`src/rtl/neumaier_pkg.sv`:
```
// -----------------------------------------------------------------------------
// neumaier_pkg
// Shared definitions for the neumaier_finish block:
//   state_e         - controller states (IDLE, ADD_C, ADD_S, DIFF, CORR, ACC,
//                     FIN, OUT)
//   exp_bias()      - exponent bias for a given exponent width
//   max_finite_mag()- magnitude field (exponent|mantissa) of the largest finite
//                     value; there is no inf/NaN, so this is the all-ones field
// -----------------------------------------------------------------------------
package neumaier_pkg;

  typedef enum logic [2:0] {
    IDLE  = 3'd0,
    ADD_C = 3'd1,
    ADD_S = 3'd2,
    DIFF  = 3'd3,
    CORR  = 3'd4,
    ACC   = 3'd5,
    FIN   = 3'd6,
    OUT   = 3'd7
  } state_e;

  function automatic int exp_bias(input int exp_w);
    return (1 << (exp_w - 1)) - 1;
  endfunction

  function automatic int max_finite_mag(input int exp_w, input int mant_w);
    return (1 << (exp_w + mant_w)) - 1;
  endfunction

endpackage

```
`src/rtl/fp_small_add.sv`:
```
// -----------------------------------------------------------------------------
// fp_small_add
// Combinational adder for the small sign|exponent|mantissa format.
//   a_i, b_i : operands (BIT_WIDTH_I)
//   sum_o    : a_i + b_i, rounded to nearest/ties-to-even
// Subnormal operands and results flush to +0, overflow saturates to the largest
// finite magnitude with the result sign, an exact zero is always +0.
// -----------------------------------------------------------------------------
module fp_small_add
  import neumaier_pkg::*;
#(
  parameter  int EXP_WIDTH_I  = 5,
  parameter  int MANT_WIDTH_I = 2,
  localparam int BIT_WIDTH_I  = 1 + EXP_WIDTH_I + MANT_WIDTH_I
) (
  input  logic [BIT_WIDTH_I-1:0] a_i,
  input  logic [BIT_WIDTH_I-1:0] b_i,
  output logic [BIT_WIDTH_I-1:0] sum_o
);

  localparam int EW   = EXP_WIDTH_I;
  localparam int MW   = MANT_WIDTH_I;
  localparam int BW   = BIT_WIDTH_I;
  // Significand with hidden one plus guard, round and sticky bits.
  localparam int SW   = MW + 4;
  localparam int EMAX = (1 << EW) - 1;
  localparam logic [BW-2:0] MAXMAG = (BW-1)'(max_finite_mag(EW, MW));

  logic          a_zero, b_zero, swap;
  logic          l_sign, s_sign;
  logic [EW-1:0] l_exp, s_exp;
  logic [MW-1:0] l_man, s_man, man;
  int            diff, dsat, lz, e;
  logic          found, up;
  logic [SW-1:0] ext_l, ext_s, aligned, norm;
  logic [2*SW-1:0] wide;
  logic [SW:0]   raw;
  logic [MW+1:0] rnd;

  always_comb begin
    a_zero = (a_i[BW-2:MW] == '0);
    b_zero = (b_i[BW-2:MW] == '0);
    // Order by magnitude so the subtraction below never goes negative.
    swap   = (b_i[BW-2:0] > a_i[BW-2:0]);
    l_sign = swap ? b_i[BW-1]     : a_i[BW-1];
    l_exp  = swap ? b_i[BW-2:MW]  : a_i[BW-2:MW];
    l_man  = swap ? b_i[MW-1:0]   : a_i[MW-1:0];
    s_sign = swap ? a_i[BW-1]     : b_i[BW-1];
    s_exp  = swap ? a_i[BW-2:MW]  : b_i[BW-2:MW];
    s_man  = swap ? a_i[MW-1:0]   : b_i[MW-1:0];

    ext_l = {1'b1, l_man, 3'b000};
    ext_s = {1'b1, s_man, 3'b000};
    diff  = int'(l_exp) - int'(s_exp);
    // Beyond SW+1 places the small operand only contributes sticky.
    dsat  = (diff > SW + 1) ? SW + 1 : diff;
    wide  = {ext_s, {SW{1'b0}}} >> dsat;
    aligned = wide[2*SW-1:SW] | {{(SW-1){1'b0}}, |wide[SW-1:0]};

    if (l_sign == s_sign) raw = {1'b0, ext_l} + {1'b0, aligned};
    else                  raw = {1'b0, ext_l} - {1'b0, aligned};

    lz    = 0;
    found = 1'b0;
    for (int i = SW - 1; i >= 0; i--) begin
      if (!found && raw[i]) begin
        lz    = SW - 1 - i;
        found = 1'b1;
      end
    end

    if (raw[SW]) begin
      norm = raw[SW:1] | {{(SW-1){1'b0}}, raw[0]};
      e    = int'(l_exp) + 1;
    end else begin
      norm = raw[SW-1:0] << lz;
      e    = int'(l_exp) - lz;
    end

    // norm[2] is guard; norm[1:0] fold into sticky; norm[3] is the kept LSB.
    up  = norm[2] & (norm[1] | norm[0] | norm[3]);
    rnd = {1'b0, norm[SW-1:3]} + {{(MW+1){1'b0}}, up};
    if (rnd[MW+1]) begin
      e   = e + 1;
      man = '0;
    end else begin
      man = rnd[MW-1:0];
    end

    if (a_zero && b_zero)  sum_o = '0;
    else if (a_zero)       sum_o = b_i;
    else if (b_zero)       sum_o = a_i;
    else if (raw == '0)    sum_o = '0;
    else if (e <= 0)       sum_o = '0;
    else if (e > EMAX)     sum_o = {l_sign, MAXMAG};
    else                   sum_o = {l_sign, EW'(e), man};
  end

endmodule

```
`src/rtl/neumaier_finish.sv`:
```
// -----------------------------------------------------------------------------
// neumaier_finish
// Merges two partial Neumaier (sum, compensation) pairs into one final sum
// using a single shared fp_small_add, one add per state.
//   clk_i, rst_ni              : clock, asynchronous active-low reset
//   sum_a_i/comp_a_i,
//   sum_b_i/comp_b_i           : partial pairs, captured on the accepting edge
//   valid_i / ready_o          : input handshake (ready_o only in IDLE)
//   result_o, valid_o / ready_i: output handshake (valid_o only in OUT)
// Macro NEUMAIER_FINISH_COMP_EN: when defined, the full compensated sequence
// ADD_C..FIN runs; otherwise the compensations are ignored and the result is
// sum_a+sum_b through IDLE->ADD_S->OUT.
// -----------------------------------------------------------------------------
module neumaier_finish
  import neumaier_pkg::*;
#(
  parameter  int EXP_WIDTH_I  = 5,
  parameter  int MANT_WIDTH_I = 2,
  localparam int BIT_WIDTH_I  = 1 + EXP_WIDTH_I + MANT_WIDTH_I
) (
  input  logic                   clk_i,
  input  logic                   rst_ni,
  input  logic [BIT_WIDTH_I-1:0] sum_a_i,
  input  logic [BIT_WIDTH_I-1:0] comp_a_i,
  input  logic [BIT_WIDTH_I-1:0] sum_b_i,
  input  logic [BIT_WIDTH_I-1:0] comp_b_i,
  input  logic                   valid_i,
  output logic                   ready_o,
  output logic [BIT_WIDTH_I-1:0] result_o,
  output logic                   valid_o,
  input  logic                   ready_i
);

  localparam int BW = BIT_WIDTH_I;

  state_e        state_q, state_d;
  logic [BW-1:0] sa_q, sa_d, sb_q, sb_d, result_q, result_d;
  logic [BW-1:0] add_a, add_b, add_s;

`ifdef NEUMAIER_FINISH_COMP_EN
  logic [BW-1:0] ca_q, ca_d, cb_q, cb_d, t_q, t_d, c_q, c_d, x_q, x_d;
  logic [BW-1:0] big, small;
  logic          a_is_big;

  // Larger magnitude operand; sum_a wins a tie.
  assign a_is_big = (sa_q[BW-2:0] >= sb_q[BW-2:0]);
  assign big      = a_is_big ? sa_q : sb_q;
  assign small    = a_is_big ? sb_q : sa_q;
`else
  logic phase_q, phase_d;
  logic unused_comp;
  assign unused_comp = ^{comp_a_i, comp_b_i};
`endif

  fp_small_add #(
    .EXP_WIDTH_I  (EXP_WIDTH_I),
    .MANT_WIDTH_I (MANT_WIDTH_I)
  ) u_add (
    .a_i   (add_a),
    .b_i   (add_b),
    .sum_o (add_s)
  );

  always_comb begin
    state_d  = state_q;
    sa_d     = sa_q;
    sb_d     = sb_q;
    result_d = result_q;
    add_a    = '0;
    add_b    = '0;
`ifdef NEUMAIER_FINISH_COMP_EN
    ca_d = ca_q;
    cb_d = cb_q;
    t_d  = t_q;
    c_d  = c_q;
    x_d  = x_q;
`else
    phase_d = phase_q;
`endif
    case (state_q)
      IDLE: begin
        if (valid_i) begin
          sa_d = sum_a_i;
          sb_d = sum_b_i;
`ifdef NEUMAIER_FINISH_COMP_EN
          ca_d    = comp_a_i;
          cb_d    = comp_b_i;
          state_d = ADD_C;
`else
          state_d = ADD_S;
`endif
        end
      end
`ifdef NEUMAIER_FINISH_COMP_EN
      ADD_C: begin
        add_a   = ca_q;
        add_b   = cb_q;
        c_d     = add_s;
        state_d = ADD_S;
      end
      ADD_S: begin
        add_a   = sa_q;
        add_b   = sb_q;
        t_d     = add_s;
        state_d = DIFF;
      end
      DIFF: begin
        // big - t as an add with t's sign flipped.
        add_a   = big;
        add_b   = {~t_q[BW-1], t_q[BW-2:0]};
        x_d     = add_s;
        state_d = CORR;
      end
      CORR: begin
        add_a   = x_q;
        add_b   = small;
        x_d     = add_s;
        state_d = ACC;
      end
      ACC: begin
        add_a   = c_q;
        add_b   = x_q;
        c_d     = add_s;
        state_d = FIN;
      end
      FIN: begin
        add_a    = t_q;
        add_b    = c_q;
        result_d = add_s;
        state_d  = OUT;
      end
`else
      ADD_S: begin
        // Two cycles here so the result appears two edges after acceptance.
        add_a = sa_q;
        add_b = sb_q;
        if (!phase_q) begin
          phase_d = 1'b1;
        end else begin
          phase_d  = 1'b0;
          result_d = add_s;
          state_d  = OUT;
        end
      end
`endif
      OUT: begin
        if (ready_i) state_d = IDLE;
      end
      default: state_d = IDLE;
    endcase
  end

  always_ff @(posedge clk_i or negedge rst_ni) begin
    if (!rst_ni) begin
      state_q  <= IDLE;
      sa_q     <= '0;
      sb_q     <= '0;
      result_q <= '0;
`ifdef NEUMAIER_FINISH_COMP_EN
      ca_q <= '0;
      cb_q <= '0;
      t_q  <= '0;
      c_q  <= '0;
      x_q  <= '0;
`else
      phase_q <= 1'b0;
`endif
    end else begin
      state_q  <= state_d;
      sa_q     <= sa_d;
      sb_q     <= sb_d;
      result_q <= result_d;
`ifdef NEUMAIER_FINISH_COMP_EN
      ca_q <= ca_d;
      cb_q <= cb_d;
      t_q  <= t_d;
      c_q  <= c_d;
      x_q  <= x_d;
`else
      phase_q <= phase_d;
`endif
    end
  end

  assign ready_o  = (state_q == IDLE);
  assign valid_o  = (state_q == OUT);
  assign result_o = result_q;

endmodule

```
`config.mk`:
```
export PLATFORM = sky130hd
export DESIGN_NAME = neumaier_finish
export DESIGN_NICKNAME = d
export VERILOG_FILES = /design/src/rtl/neumaier_pkg.sv /design/src/rtl/fp_small_add.sv /design/src/rtl/neumaier_finish.sv
export SDC_FILE = /design/constraint.sdc
export NUM_CORES = 1
export LEC_CHECK = 0
export BUFFER_PORTS_ARGS = -buffer_cell sky130_fd_sc_hd__clkbuf_2
export CORE_ASPECT_RATIO = 1.25
export CORE_MARGIN = 5
export CORE_UTILIZATION = 40
export DETAILED_ROUTE_END_ITERATION = 12
export PLACE_DENSITY = 0.69
export SLEW_MARGIN = 40
export SYNTH_ARGS = -nofsm -noshare
export SYNTH_HDL_FRONTEND = slang
export SYNTH_SLANG_ARGS = --single-unit
```
`constraint.sdc`:
```
create_clock -name clk_i -period 30.1 [get_ports clk_i]
set_clock_uncertainty 0.15 [all_clocks]
set_input_delay 6.02 -clock clk_i [delete_from_list [all_inputs] [get_ports clk_i]]
set_output_delay 6.02 -clock clk_i [all_outputs]
set_load 0.02 [all_outputs]
```
==> run_results.csv, run 1 <==
group,metric,value,unit
status,status,"finished clean",
logic_synthesis,ys_seq_elements,27,
job,cap_violations,0,
worst_setup_path,crit_slowest_cell,"nor2_2",
floorplanning,die-area,12400,um^2
sta,report.final.setup_viol,0,
layout,num-fill-cells,1039,
route,drc,0,
sta,fin_crit,11.32,ns
sta,final.setup.tns,0,ns
logic_synthesis,synth-edff-count,0,
logic_synthesis,synth_most_common_cell,"nand2_1",
placed_design,place.gp.congestion,0.927,
route,vias_per_cell,6.32,
cts,h-tree-depth,1,
global_routing,grt_max_degree,30,
layout,area_growth,7.65,%
logic_synthesis,syn_inst,515,
min_path,min_path_type,"flip-flop to flip-flop",
global_routing,gr-total-overflow,0,
logic_synthesis,async_flop_share,1.00,
cts,clk_pin_slew,0.06,ns
global_routing,antenna_found_initial,0,
route,drt_first_pass_iters,5,
cts,clk_path_buf_depth,2,
sta,period_share,0.376,
logic_synthesis,synth.net_count,576,
layout,final_nets,590,
logic_synthesis,synth_top_cell_area_share,0.164,
worst_setup_path,required,30.08,ns
placed_design,portBuffers,29,
cts,clk_latency,0.26,ns
layout,regArea,676,um^2
logic_synthesis,netlist_top_cells_count,"nand2_1 (49), nor2_1 (38), a21oi_1 (36)",
route,drt_first_iter_violations,308,
route,num_vias,4152,
cts,numClockSinks,27,
route,ant_nets,0,
cts,cts_buffers,3,
global_routing,grt_pass1_wl,18.9,mm
route,totalWireLength,11.5,mm
worst_setup_path,cp_data_arrival_time,11.30,ns
floorplanning,row_count,41,
floorplanning,core_area,10100,um^2
worst_setup_path,crit_path_frequent_cell,"ha_1",
worst_setup_path,worstPathMaxFanout,29,
logic_synthesis,syn_area,4110,um^2
cts,tritoncts,"done",
logic_synthesis,synth-seq-area-share,0.164,
cts,hold_buffers,0,
worst_setup_path,crit_type,"flip-flop to flip-flop",
sta,finalHoldViolations,0,
logic_synthesis,avgSynthCellArea,7.98,um^2
cts,clock-root-buffer,"clkbuf_16",
logic_synthesis,yosysUniqueCellTypes,96,
sta,max_freq,88.3,MHz
floorplanning,num_io_pins,46,
logic_synthesis,synthFlopType,"dfrtp_1",
floorplanning,start_util,0.409,
logic_synthesis,yosysTopAreaCell,"dfrtp_1",
placed_design,dp_hpwl,9.06,mm
logic_synthesis,synth_area_leaders,"dfrtp_1 (16%), ha_1 (7.0%), nand2_1 (4.5%)",
route,wire_per_inst,17.5,um
layout,multi_input_area,3240,um^2
cts,post_cts_buffers,0,
floorplanning,die_y,123,um
global_routing,grt_use_total,0.185,
worst_setup_path,max_stage_delay,0.51,ns
floorplanning,die_w,101,um
sta,grt_setup_unrepaired,"no",
worst_setup_path,critPathLaunchType,"flip-flop",
worst_setup_path,worst_setup_path_end_kind,"flip-flop",
layout,diodes,0,
sta,maxSlewViolCount,0,
global_routing,grt_pass1_vias,4004,
sta,tightest_slew,0.774,ns
cts,ctsResizeCount,0,
logic_synthesis,yosysWarnings,0,
layout,drive_gt1_frac,0.189,
sta,max_slew_margin,0.483,
flip-flops by register name (all words and copies together), names as in the netlist:
| register | count |
|---|---|
| phase_q | 1 |
| result_o | 8 |
| sa_q | 8 |
| sb_q | 8 |
| state_q | 2 |
layer usage:
metal | GRT usage | routed length [um]
met4 | 0.0598 | 275
met3 | 0.0124 | 555
met1 | 0.234 | 4830
met5 | 0 | 0
met2 | 0.331 | 5800
through the flow:
step           worst slack (ns)   util  cell area, um^2  std cells  hold slack, ns
2_1_floorplan             20.12      -             4110        515           0.309
5_1_grt                   18.12  0.440             4420        657           0.372
3_5_place_dp              18.99  0.432             4340        653           0.343
4_1_cts                   18.93  0.440             4420        657           0.358
6_report                  18.78  0.440             4420        657           0.362
3_3_place_gp              19.27  0.430             4330        653           0.330
worst max-delay path, delay by kind of cell, from the launching register on:
family,cells,cell delay [ns]
simple gates,17,4.32
compound gates,14,3.42
fa+ha+maj,7,2.32
buf+inv,3,0.49
flops,1,0.46
worst paths after layout:
check,from,end,slack (ns),cells past startpoint
max,state_q[1],result_o[4],18.78,41
min reg2reg,phase_q,phase_q,0.36,1
min,phase_q,phase_q,0.36,1
min in group asynchronous,rst_ni,result_o[4],5.63,1
max reg2reg,state_q[1],result_o[4],18.78,41
max in group asynchronous,rst_ni,sa_q[5],23.73,1
cell families (layout without fill, tap and decap cells):
group                      Yosys count  count (layout)  synth area share
muxes                               19              19            0.0515
AOI/OAI and AO/OA                  184             184             0.354
and+or+nand+nor                    200             200             0.270
adders and majority gates           25              25            0.0798
xor gates and xnor gates            11              11            0.0280
DFF                                 27              27             0.164
buffers and inverters               49              62            0.0518
cell type report:
class                           count  share of cell area
Sequential cell                    27               0.153
Multi-Input combinational cell    439               0.733
Timing Repair Buffer               32              0.0379
Clock buffer                        4              0.0178
Tap cell                          129              0.0365
Inverter                           26              0.0224
cells in the final DEF (no fill, tap or decap), types with 9 or more instances in the layout:
cell | synthesis | routed
nand2_1 | 49 | 49
nor2_1 | 38 | 38
a21oi_1 | 36 | 35
o21ai_0 | 35 | 35
clkbuf_2 | 0 | 29
dfrtp_1 | 27 | 27
inv_1 | 25 | 25
ha_1 | 23 | 23
nand3_1 | 19 | 19
mux2_2 | 14 | 14
or3_1 | 10 | 10
a31oi_1 | 9 | 9
nand4_1 | 9 | 9
Power of run 1 is left out: the tool's default activity adds up to more than one toggle a clock period on the data nets, which glitch-free logic cannot reach.
==> inputs of run 2 (changes only) <==
Settings changed: ABC_AREA set to 1, PLACE_DENSITY 0.69 to 0.7.
Clock period 30.1 ns to 11.9 ns, I/O delays scaled along.
==> run_results.csv, run 2 <==
group,metric,value,unit
status,status,"finished clean",
layout,fin_util,0.444,
min_path,whs_endpoint,"result_o[5]",
worst_setup_path,worstPathMaxFanout,14,
logic_synthesis,synthFlopType,"dfrtp_1",
cts,clk_latency,0.28,ns
floorplanning,die_y,116,um
logic_synthesis,synth-xor-area-share,0.0290,
route,drt_first_pass_iters,5,
route,wl_met3,169,um
logic_synthesis,synth_most_common_cell,"nand2_1",
floorplanning,num_io_pins,46,
sta,report.final.setup_viol,0,
logic_synthesis,yosysWarnings,0,
logic_synthesis,avgSynthCellArea,6.44,um^2
worst_setup_path,cp_data_arrival_time,9.00,ns
route,totalWireLength,8.25,mm
route,drt_first_iter_violations,166,
sta,fin_crit,8.98,ns
logic_synthesis,async_flop_share,1.00,
placed_design,place.gp.congestion,0.932,
worst_setup_path,crit_type,"flip-flop to flip-flop",
route,routed.top_layer,"met4",
cts,ctsResizeCount,0,
logic_synthesis,synth-seq-area-share,0.188,
worst_setup_path,critPathLaunchType,"flip-flop",
cts,clk_pin_slew,0.09,ns
global_routing,grt_max_degree,28,
min_path,worstHoldStart,"result_o[5]",
worst_setup_path,worstReg2RegEnd,"result_o[0]",
route,wl_met1,3.48,mm
worst_setup_path,r2r-start,"state_q[1]",
logic_synthesis,yosysUniqueCellTypes,47,
logic_synthesis,syn_area,3580,um^2
worst_setup_path,worst_setup_path_end_kind,"flip-flop",
cts,numClockSinks,27,
global_routing,antenna_found_initial,0,
cts,hold_buffers,0,
cts,clk_path_buf_depth,2,
placed_design,dp_hpwl,7.00,mm
logic_synthesis,ys_seq_elements,27,
min_path,whs_path_depth,2,
route,vias_per_cell,4.92,
cts,post_cts_buffers,0,
logic_synthesis,synth.mux.area_fraction,0.0220,
worst_setup_path,crit_path_frequent_cell,"nand2_1",
route,dr_wl_met2,4.33,mm
layout,drive_gt1_frac,0.207,
floorplanning,start_util,0.412,
logic_synthesis,synth_top_family_by_area,"simple AND/OR/NAND/NOR gates",
route,ant_nets,0,
sta,max_freq,111,MHz
cts,h-tree-depth,1,
logic_synthesis,synth_top_cell_area_share,0.188,
layout,diodes,0,
logic_synthesis,netlist_top_cells_count,"nand2_1 (155), inv_1 (75), nand3_1 (47)",
floorplanning,row_count,38,
sta,hold_slack,0.334,ns
min_path,min_path_type,"flip-flop to flip-flop",
sta,period_share,0.755,
worst_setup_path,path_buf_inv,8,
logic_synthesis,synth_area_leaders,"dfrtp_1 (19%), nand2_1 (16%), ha_1 (8.0%)",
worst_setup_path,r2r_cells,56,
sta,finalHoldViolations,0,
global_routing,gr-total-overflow,0,
layout,layout.cells.most_common_list,"nand2_1 (155), inv_1 (75), nand3_1 (47)",
global_routing,grt_pass1_vias,3431,
placed_design,portBuffers,29,
layout,mostFrequentLayoutCell,"nand2_1",
sta,maxSlewViolCount,0,
cts,clock-root-buffer,"clkbuf_8",
layout,area_growth,7.68,%
cts,cts_buffers,3,
floorplanning,die_w,94.7,um
worst_setup_path,max_stage_delay,0.65,ns
job,cap_violations,0,
logic_synthesis,synthSimpleGateAreaFrac,0.442,
logic_synthesis,syn_inst,557,
worst_setup_path,required,11.92,ns
logic_synthesis,synthAdderAreaFrac,0.0914,
worst_setup_path,critPathTopFamily,"simple AND/OR/NAND/NOR gates",
floorplanning,die-area,11000,um^2
logic_synthesis,synth_compound_area_frac,0.110,
logic_synthesis,synth-edff-count,0,
layout,final_nets,643,
route,wire_per_inst,11.8,um
worst_setup_path,rrSetupSlack,2.92,ns
global_routing,grt_use_total,0.165,
floorplanning,core_area,8700,um^2
worst_setup_path,crit_slowest_cell,"dfrtp_1",
logic_synthesis,yosysTopAreaCell,"dfrtp_1",
sta,tightest_slew,0.783,ns
sta,final.setup.tns,0,ns
global_routing,grt_pass1_wl,15.0,mm
sta,grt_setup_unrepaired,"no",
route,drc,0,
route,num_vias,3449,
sta,max_slew_margin,0.475,
logic_synthesis,synth.net_count,618,
cts,tritoncts,"done",
## run 2: layer usage
layer	vias up	GRT usage
met4	0	0.0626
met3	17	0.0104
li1	1813	-
met2	55	0.310
met5	-	0
met1	1564	0.194
## run 2: per-stage QoR
| step | area [um^2] | std cells | worst slack, ns |
|---|---|---|---|
| 2_1_floorplan | 3580 | 557 | 4.10 |
| 3_3_place_gp | 3810 | 697 | 3.09 |
| 3_5_place_dp | 3810 | 697 | 2.92 |
| 4_1_cts | 3860 | 701 | 2.88 |
| 5_1_grt | 3860 | 701 | 2.00 |
| 6_report | 3860 | 701 | 2.92 |
## run 2: cell families (layout without fill, tap and decap cells)
kind of cell    after synthesis  count (layout)
simple gates                316             316
xor+xnor                     11              11
mux                           7               7
compound gates               67              67
fa+ha+maj                    25              25
flops                        27              27
buf+inv                     104             128
## run 2: layout make-up
class,count,area (um^2)
multi-input combinational,426,2490
timing repair buffer,29,145
clock buffer,4,45.0
sequential,27,676
tap,120,150
inverter,95,357
fill,921,4840
## run 2: how the worst max path moves through the flow
stage | slack, ns | start | cells past startpoint | end
after floorplan | 4.10 | state_q[0] | 61 | result_o[0]
after global placement | 3.09 | state_q[1] | 56 | result_o[0]
after detailed placement | 2.92 | state_q[1] | 56 | result_o[3]
after CTS | 2.88 | state_q[1] | 56 | result_o[0]
after global routing | 2.00 | state_q[1] | 56 | result_o[1]
final | 2.92 | state_q[1] | 56 | result_o[0]
## run 2: worst reg2reg max path, delay by kind of cell, from the launching register on
family,cells,cell delay [ns]
AOI/OAI and AO/OA,5,0.94
DFF,1,0.65
and+or+nand+nor,37,4.81
adders and majority gates,6,1.54
buffers and inverters,8,0.77
Power of run 2 is left out for the same reason.
==> inputs of run 3 (changes only) <==
Settings changed: PLACE_DENSITY 0.7 to 0.72.
Clock period 11.9 ns to 7.6 ns, I/O delays scaled along.
==> run_results.csv, run 3 (synthesis gave the netlist of run 2 again) <==
group,metric,value,unit
worst_setup_path,worst_setup_path_end_kind,"flip-flop",
worst_setup_path,critPathLaunchType,"flip-flop",
floorplanning,die_w,94.7,um
floorplanning,row_count,38,
route,totalWireLength,9.77,mm
placed_design,dp_hpwl,7.79,mm
sta,maxSlewViolCount,0,
global_routing,gr-total-overflow,0,
layout,num-fill-cells,798,
worst_setup_path,max_stage_delay,0.54,ns
layout,area_growth,34.6,%
floorplanning,core_area,8700,um^2
cts,numClockSinks,27,
global_routing,grt_max_degree,28,
sta,tightest_slew,0.797,ns
job,cap_violations,0,
route,drt_first_iter_violations,153,
floorplanning,die_y,116,um
cts,clk_pin_slew,0.09,ns
worst_setup_path,startpoint,"state_q[0]",
sta,grt_setup_unrepaired,"yes",
worst_setup_path,cp_data_arrival_time,7.51,ns
global_routing,grt_pass1_wl,15.9,mm
worst_setup_path,crit_type,"flip-flop to flip-flop",
route,drc,0,
route,num_vias,3902,
cts,clk_path_buf_depth,2,
layout,multi_input_area,2830,um^2
layout,diodes,0,
layout,final_nets,726,
sta,layout_setup_ws,0.109,ns
cts,cts_buffers,3,
layout,mostFrequentLayoutCell,"nand2_1",
route,ant_nets,0,
min_path,min_path_type,"flip-flop to flip-flop",
placed_design,post-place-ws,-0.301,ns
status,status,"finished clean",
sta,max_slew_margin,0.467,
layout,regArea,676,um^2
route,drt_first_pass_iters,4,
route,vias_per_cell,4.98,
layout,stdcell_count,784,
placed_design,place.gp.congestion,0.969,
placed_design,place_inst,762,
global_routing,grt_pass1_vias,3772,
cts,clk_latency,0.27,ns
worst_setup_path,crit_slowest_cell,"or4_4",
worst_setup_path,worstPathMaxFanout,7,
sta,finalHoldViolations,0,
route,wire_per_inst,12.5,um
cts,tritoncts,"done",
global_routing,grt_use_total,0.177,
placed_design,portBuffers,29,
sta,report.final.setup_viol,0,
floorplanning,start_util,0.412,
sta,fin_crit,7.49,ns
floorplanning,die-area,11000,um^2
worst_setup_path,required,7.62,ns
cts,clock-root-buffer,"clkbuf_8",
min_path,worstHoldStart,"result_o[0]",
worst_setup_path,r2r-start,"state_q[0]",
layout,drive_gt1_frac,0.396,
sta,max_freq,134,MHz
sta,period_share,0.986,
global_routing,antenna_found_initial,0,
layout,layout.cells.most_common_list,"nand2_1 (139), buf_4 (83), inv_1 (67)",
cts,h-tree-depth,1,
floorplanning,num_io_pins,46,
-- run 3: cell count changes in the layout (fill, tap and decap cells not counted), moves of 6 or more --
cell     previous run  this run
buf_4               0        83
ha_1               23        15
ha_4                0         7
inv_1              75        67
inv_2              17        25
nand2_1           155       139
nand2_2            23        33
nand2_4             7        13
nand3_1            47        35
nand3_2             6        16
-- run 3: worst max-delay path: cells and delay by family, from the launching register on --
family | cells | cell delay (ns)
AOI/OAI and AO/OA | 3 | 0.40
and+or+nand+nor | 37 | 3.93
adders and majority gates | 7 | 1.83
DFF | 1 | 0.44
buffers and inverters | 7 | 0.64
-- run 3: path summary, 6_finish.rpt --
path	to	slack, ns	depth (start not counted)
max	result_o[1]	0.11	54
min	result_o[0]	0.33	2
max reg2reg	result_o[1]	0.11	54
min reg2reg	result_o[0]	0.33	2
max in group asynchronous	sa_q[6]	5.76	1
min in group asynchronous	result_o[2]	1.11	1
-- run 3: layout make-up --
| type | instances | area share |
|---|---|---|
| sequential | 27 | 0.140 |
| tap | 120 | 0.0311 |
| multi-input combinational | 426 | 0.586 |
| inverter | 95 | 0.0744 |
| timing repair buffer | 112 | 0.159 |
| clock buffer | 4 | 0.00933 |
-- run 3: per-stage QoR --
| stage | hold WS [ns] | utilization | setup TNS [ns] | instance area, um^2 |
|---|---|---|---|---|
| after CTS | 0.344 | 0.513 | 0 | 4460 |
| after global placement | 0.316 | 0.501 | -1.12 | 4360 |
| after global routing | 0.360 | 0.555 | -2.60 | 4830 |
| after detailed placement | 0.315 | 0.501 | -2.27 | 4360 |
| final | 0.333 | 0.555 | 0 | 4830 |
| after floorplan | 0.330 | - | 0 | 3650 |
-- run 3: repair_timing --
action	4_1_cts	5_1_grt
endpoints found under the setup margin	8	8
pin swaps	5	50
setup buffers	2	16
hold buffers	0	0
resized for setup	12	61
-- run 3: per-layer routing --
| layer | wire length [um] | vias up | GRT usage |
|---|---|---|---|
| met5 | 0 | - | 0 |
| met4 | 398 | 0 | 0.0751 |
| met3 | 214 | 31 | 0.00909 |
| met2 | 5350 | 77 | 0.357 |
| met1 | 3800 | 1808 | 0.184 |
| li1 | - | 1986 | - |
Power of run 3 is left out for the same reason.
